File: src/rtl/tow_press_arbiter.sv
// Tug-of-war press arbiter: synchronizes the two player latch outputs,
// serves one press at a time, moves the rope, clears the served latch,
// holds a cooldown between presses and detects the win condition.
module tow_press_arbiter #(
  parameter int HALF     = 8,
  parameter int POS_W    = 5,
  parameter int COOLDOWN = 8
) (
  input  logic             clk,
  input  logic             rst_n,
  input  logic             lat_l,
  input  logic             lat_r,
  input  logic             start,
  output logic             clr_l,
  output logic             clr_r,
  output logic             step_l,
  output logic             step_r,
  output logic             tie,
  output logic [POS_W-1:0] pos,
  output logic             win_l,
  output logic             win_r
);

  localparam int CNT_W = (COOLDOWN > 2) ? $clog2(COOLDOWN) : 1;
  localparam logic [CNT_W-1:0] CNT_INIT = CNT_W'(COOLDOWN - 1);
  localparam logic [POS_W-1:0] POS_MID  = POS_W'(HALF);
  localparam logic [POS_W-1:0] POS_MAX  = POS_W'(2 * HALF);
  localparam logic [POS_W-1:0] POS_MIN  = '0;

  typedef enum logic [1:0] {FLUSH, IDLE, COOL, WIN} state_t;

  logic meta_l, meta_r, sl, sr;

  state_t           state_q, state_d;
  logic [CNT_W-1:0] cnt_q, cnt_d;
  logic [POS_W-1:0] pos_q, pos_d;
  logic             clr_l_q, clr_l_d, clr_r_q, clr_r_d;
  logic             step_l_q, step_l_d, step_r_q, step_r_d, tie_q, tie_d;
  logic             win_l_q, win_l_d, win_r_q, win_r_d;
  logic [POS_W-1:0] pos_dec, pos_inc;

  assign pos_dec = pos_q - 1'b1;
  assign pos_inc = pos_q + 1'b1;

  // Two-flop synchronizers for the asynchronous latch outputs; start does not touch them.
  always_ff @(posedge clk) begin
    if (!rst_n) begin
      meta_l <= 1'b0;
      sl     <= 1'b0;
      meta_r <= 1'b0;
      sr     <= 1'b0;
    end else begin
      meta_l <= lat_l;
      sl     <= meta_l;
      meta_r <= lat_r;
      sr     <= meta_r;
    end
  end

  // State, counter, rope position and all registered outputs.
  always_ff @(posedge clk) begin
    if (!rst_n) begin
      state_q  <= FLUSH;
      cnt_q    <= CNT_INIT;
      pos_q    <= POS_MID;
      clr_l_q  <= 1'b1;
      clr_r_q  <= 1'b1;
      step_l_q <= 1'b0;
      step_r_q <= 1'b0;
      tie_q    <= 1'b0;
      win_l_q  <= 1'b0;
      win_r_q  <= 1'b0;
    end else begin
      state_q  <= state_d;
      cnt_q    <= cnt_d;
      pos_q    <= pos_d;
      clr_l_q  <= clr_l_d;
      clr_r_q  <= clr_r_d;
      step_l_q <= step_l_d;
      step_r_q <= step_r_d;
      tie_q    <= tie_d;
      win_l_q  <= win_l_d;
      win_r_q  <= win_r_d;
    end
  end

  // Next-state logic: start restarts the game, otherwise arbitrate / cool down / flush.
  always_comb begin
    state_d  = state_q;
    cnt_d    = cnt_q;
    pos_d    = pos_q;
    clr_l_d  = clr_l_q;
    clr_r_d  = clr_r_q;
    step_l_d = 1'b0;
    step_r_d = 1'b0;
    tie_d    = 1'b0;
    win_l_d  = win_l_q;
    win_r_d  = win_r_q;

    if (start) begin
      state_d = FLUSH;
      cnt_d   = CNT_INIT;
      pos_d   = POS_MID;
      clr_l_d = 1'b1;
      clr_r_d = 1'b1;
      win_l_d = 1'b0;
      win_r_d = 1'b0;
    end else begin
      unique case (state_q)
        FLUSH: begin
          clr_l_d = 1'b1;
          clr_r_d = 1'b1;
          if (cnt_q == '0) begin
            state_d = IDLE;
            clr_l_d = 1'b0;
            clr_r_d = 1'b0;
          end else begin
            cnt_d = cnt_q - 1'b1;
          end
        end
        IDLE: begin
          if (sl || sr) begin
            cnt_d   = CNT_INIT;
            state_d = COOL;
            if (sl && sr) begin
              tie_d   = 1'b1;
              clr_l_d = 1'b1;
              clr_r_d = 1'b1;
            end else if (sl) begin
              step_l_d = 1'b1;
              pos_d    = pos_dec;
              clr_l_d  = 1'b1;
              if (pos_dec == POS_MIN) begin
                win_l_d = 1'b1;
                state_d = WIN;
                clr_r_d = 1'b1;
              end
            end else begin
              step_r_d = 1'b1;
              pos_d    = pos_inc;
              clr_r_d  = 1'b1;
              if (pos_inc == POS_MAX) begin
                win_r_d = 1'b1;
                state_d = WIN;
                clr_l_d = 1'b1;
              end
            end
          end
        end
        COOL: begin
          if (cnt_q == '0) begin
            state_d = IDLE;
            clr_l_d = 1'b0;
            clr_r_d = 1'b0;
          end else begin
            cnt_d = cnt_q - 1'b1;
          end
        end
        WIN: begin
          clr_l_d = 1'b1;
          clr_r_d = 1'b1;
        end
        default: state_d = FLUSH;
      endcase
    end
  end

  assign clr_l  = clr_l_q;
  assign clr_r  = clr_r_q;
  assign step_l = step_l_q;
  assign step_r = step_r_q;
  assign tie    = tie_q;
  assign pos    = pos_q;
  assign win_l  = win_l_q;
  assign win_r  = win_r_q;

endmodule
File: config.mk
export PLATFORM = sky130hd
export DESIGN_NAME = tow_press_arbiter
export DESIGN_NICKNAME = d
export VERILOG_FILES = /design/src/rtl/tow_press_arbiter.sv
export SDC_FILE = /design/constraint.sdc
export NUM_CORES = 1
export LEC_CHECK = 0
export ABC_AREA = 1
export CORE_AREA = 4 4 51 53
export CTS_CLUSTER_SIZE = 14
export DETAILED_ROUTE_END_ITERATION = 10
export DIE_AREA = 0 0 55 57
export GPL_ROUTABILITY_DRIVEN = 0
export PLACE_DENSITY = 0.8
export SYNTH_ARGS = -nofsm -noshare
export SYNTH_HDL_FRONTEND = slang
export SYNTH_SLANG_ARGS = --single-unit
File: constraint.sdc
create_clock -name clk -period 2.6 [get_ports clk]
set_clock_uncertainty 0.1 [all_clocks]
set_input_delay 0.78 -clock clk [delete_from_list [all_inputs] [get_ports clk]]
set_output_delay 0.78 -clock clk [all_outputs]
set_load 0.05 [all_outputs]
* Word-level counts from Yosys, hierarchy flattened *
Cells that the tools add are included.

storage, ports and cells
  register bits after elaboration = 21
  input bits = 5
  output and inout port bits = 12
  logic and storage cells = 75

cells by class
  $add $sub $neg = 3
  eq/ne operators = 10
  multiplexer cells = 26
  bitwise gates (word level) = 5
  reduce and logical (&&, ||, !) cells = 17

operators by type and width
  kind                   number
  $mux W1                15
  $reduce_and A3 Y1      5
  $reduce_and A5 Y1      2
  $mux W2                4
  $ne A4 B4 Y1 const B   2
  $pmux W1 S4            2
  $mux W3                2
  $ne A2 B2 Y1 const B   3
  $pmux W3 S2            1
  $add A5 B1 Y5 const B  1
  $eq A5 B5 Y1 const B   1
  $logic_not A5 Y1       1
  $mux W5                1
  $not A1 Y1             5
  $reduce_or A5 Y1       1
  $sub A5 B1 Y5 const B  1
  $eq A2 B2 Y1 const B   2
  $pmux W2 S2            1
  $reduce_or A2 Y1       2
  $reduce_or A4 Y1       1
  $logic_not A3 Y1       1
  $sub A3 B1 Y3 const B  1
  $eq A2 B1 Y1 const B   1
  $logic_not A2 Y1       1
  4 further kinds        4

* Logic depth before layout (Yosys ltp) *
  depth after elaboration = 7
  mapped depth = 11
  depth with buffers taken out = 11

* Worst setup path before layout *
Ideal clock, no wire load.

  path kind = reg-to-reg
  start = register pos_q[0], in the netlist pos[0]
  end = register clr_r_q, in the netlist clr_r
  library setup time = 0.121 ns
  arrival = 1.696 ns
  setup slack = 0.683 ns
  cell stages (with the launch flop) = 11
  period minus slack after synthesis = 1.917 ns
  cells stage by stage = dfxtp_1 -> inv_1 -> ha_1 -> nand2_2 -> nand2_2 -> nor2_2 -> nand3_2 -> nand2_2 -> nand2_1 -> nand2_1 -> nand3_1

on the way
  cells in the longest elaborated chain, start to end = 4

RTL lines
  item                         RTL line  text
  from (decl)                  36        logic [POS_W-1:0] pos_q, pos_d;
  from (signal assigned)       76        pos_q <= pos_d;
  $sub A5 B1 Y5                42        assign pos_dec = pos_q - 1'b1;
  $logic_not A5 Y1             133       if (pos_dec == POS_MIN) begin
  $ne A4 B4 Y1 (no line)       n/a
  $reduce_and A3 Y1 (no line)  n/a
  to (signal assigned)         78        clr_r_q <= clr_r_d;
  to (decl)                    37        logic clr_l_q, clr_l_d, clr_r_q, clr_r_d;

Every way passes these cells.
A chain may end at the register's enable or synchronous reset.

* Worst setup path after layout *
  start = register pos_q[3], in the netlist pos[3]
  end = output pos[3]

RTL lines
  item       RTL line  text
  to (decl)  19        output logic [POS_W-1:0] pos,

No word-level cell between the ends.

==> summary.md <==
| Metric | Value |
|---|---|
| Diode count | `0` |
| Prevailing post-synth register cell | `dfxtp_1` |
| PD cells | `373 nW/um2` |
| Remaining global-route overflow | `0` |
| Top Family by Delay on Critical Path | `buffers and inverters` |
| CTS tree | `yes` |
| Yosys top cell area share | `0.364` |
| Final Worst Setup Slack | `0.104 ns` |
| WP data arrival | `1.62 ns` |
| HP Class | `flip-flop to flip-flop` |
| DR DRC count | `0` |
| Relative slew slack | `0.667` |
| CTS max path bufs | `2` |
| CTS clk-pin slew, worst paths | `0.11 ns` |
| Post-Route WL | `2160 um` |
| Power, Total | `0.510 mW` |
| Setup Viol. Count Final | `0` |
| Max Clock Freq | `401 MHz` |
| Via-to-Cell Ratio | `5.03` |
| Vias | `1026` |
| Post-synth top cells | `nand2_1 (26), inv_1 (23), dfxtp_1 (21)` |
| Syn avg cell area | `7.36 um2` |
| Crit path time final | `2.50 ns` |
| Row count | `17` |
| WL/cell | `10.6 um` |
| Lkg Pwr | `0.657 nW` |
| Initial antenna violation count | `0` |
| Adder-cell area share of the yosys netlist | `0.0867` |
| Slowest-stage cell, CP | `clkdlybuf4s50_1` |
| Setup_tns | `0 ns` |
| Syn Inst Count | `157` |
| Die height | `57 um` |
| Clock sink count | `21` |
| Worst vdd ir | `0.284 mV` |
| DR pass1 iterations | `4` |
| Crit path max fanout | `6` |
| Core area | `2150 um2` |
| CP peak stage delay | `0.85 ns` |
| Most frequent cell after synthesis | `nand2_1` |
| Root Buffer | `clkbuf_4` |
| Max-cap viol count | `0` |
| Ys async rst share | `0` |
| Worst Setup End Kind | `output port` |
| Top post-synthesis cells by area | `dfxtp_1 (36%), ha_1 (8.7%), nand2_1 (8.5%), inv_1 (7.5%), nor2_1 (5.2%)` |
| CP Launch Type | `flip-flop` |
| Final #Nets | `190` |
| Kind of critical path | `flip-flop to output port` |
| Seq/Total Area, Yosys | `0.364` |
| Layout cell share with drive strength beyond 1 | `0.170` |
| Synth cell types | `24` |
| Multiplexer share of the synthesized area | `0` |
| Area growth from synthesis to layout | `18.4%` |
| RSZ-0062 raised after global routing | `false` |
| Initial core utilization | `0.538` |
| # resized after CTS | `0` |
| Mapped Nets | `170` |
| Largest area contributor in the netlist | `dfxtp_1` |
| DP Worst Slack | `0.337 ns` |
| DP HPWL | `1740 um` |
| Post-synth EDFFs | `0` |
| Gr usage total | `0.160` |
| Endpoints failing hold | `0` |
| Synth Area in XOR/XNOR | `0.00758` |
| Detail Route Antenna Nets | `0` |
| Synth warn | `0` |
| Number of global-route vias before repair | `929` |
| DRT iter0 DRCs | `27` |
| Synthesized flop and latch total | `21` |
| Pin count of the biggest net entering global routing | `12` |
| Final critical-path share of the clock period | `0.960` |
| Simple-gate share of the synthesized area | `0.304` |
| Die footprint | `3140 um2` |
| CTS Hold Bufs | `0` |
| Post-synthesis compound-gate area fraction | `0.121` |
| Status | `finished, final reports clean` |
| Main combinational cell family by area after synthesis | `simple AND/OR/NAND/NOR gates` |
| CTS H-tree lvls | `1` |
| Die X-Extent | `55 um` |
| FF-to-FF setup slack | `0.91 ns` |
| CP required | `1.72 ns` |
| Post-Syn Area | `1150 um2` |
| Critical Path, Cell by Cell | `clkdlybuf4s50_1` |
| Slew of the pin with the lowest slew margin | `0.498 ns` |
| Post-CTS Setup Inserts | `0` |
| Clock latency at the later pin of the worst-skew pair | `0.30 ns` |
| PortBufs | `16` |
| # IOs | `17` |
| CTS buffer count | `3` |
| Filler instances | `201` |
| First-pass GRT wire length | `3770 um` |
| Bufs and invs on worst path | `1` |
| Final Max Tran Viols | `0` |
layout make-up:
cell class,count,area (um2),share of cell area
clock buffers,4,26.3,0.0192
inverters,29,110,0.0805
multi-input cells,104,601,0.439
flip-flops and latches,21,420,0.307
well taps,28,35.0,0.0256
repair buffers,18,175,0.128
placed cells by master (no fill, tap or decap), types with 3 or more instances in the layout:
master,netlist,routed
nand3_2,4,4
nand2_1,26,26
nor2_2,3,3
clkdlybuf4s50_1,0,16
o21ai_1,6,6
inv_2,5,5
o21ai_0,6,6
inv_1,23,23
dfxtp_1,21,21
nand3_1,9,9
clkbuf_4,0,3
o31ai_2,3,3
a21oi_1,7,7
ha_1,8,8
nor2_1,16,16
nand2_2,8,8
power by group:
| part | switching, mW | internal, mW |
|---|---|---|
| clock network | 0.0922 | 0.0598 |
| registers | 0.00301 | 0.326 |
| logic | 0.0159 | 0.0126 |
worst paths after layout:
check,from,to,depth (start not counted)
max,pos[3],pos[3],1
min,meta_l,sl,2
max reg2reg,sl,clr_l,6
min reg2reg,meta_l,sl,2
sequential cells by signal, summed over array words and instances (netlist names):
name,cells
cnt_q,3
tie,1
win_r,1
meta_r,1
state_q,2
pos,5
win_l,1
step_l,1
clr_r,1
sr,1
clr_l,1
step_r,1
sl,1
meta_l,1
metrics by stage:
stage | hold slack (ns) | util | cells | area [um2]
2_1_floorplan | 0.290 | - | 157 | 1150
3_3_place_gp | 0.308 | 0.624 | 200 | 1340
3_5_place_dp | 0.310 | 0.624 | 200 | 1340
4_1_cts | 0.339 | 0.637 | 204 | 1370
5_1_grt | 0.347 | 0.637 | 204 | 1370
6_report | 0.333 | 0.637 | 204 | 1370
per-layer routing:
metal  global-route usage  vias to the layer above  wire length (um)
met4               0.0729                        0                46
met1                0.198                      452               928
met3               0.0261                        5               133
met2                0.265                       35              1050
li1                     -                      534                 -
met5                    0                        -                 0
logic make-up (layout without fill, tap and decap cells):
logic type | Yosys count | count (layout)
AND/OR/NAND/NOR | 72 | 72
buffers and inverters | 32 | 51
AO/OA/AOI/OAI | 23 | 23
flip-flops | 21 | 21
adder cells (fa/ha/maj) | 8 | 8
XOR/XNOR | 1 | 1
(Power assumes the default switching activity.)
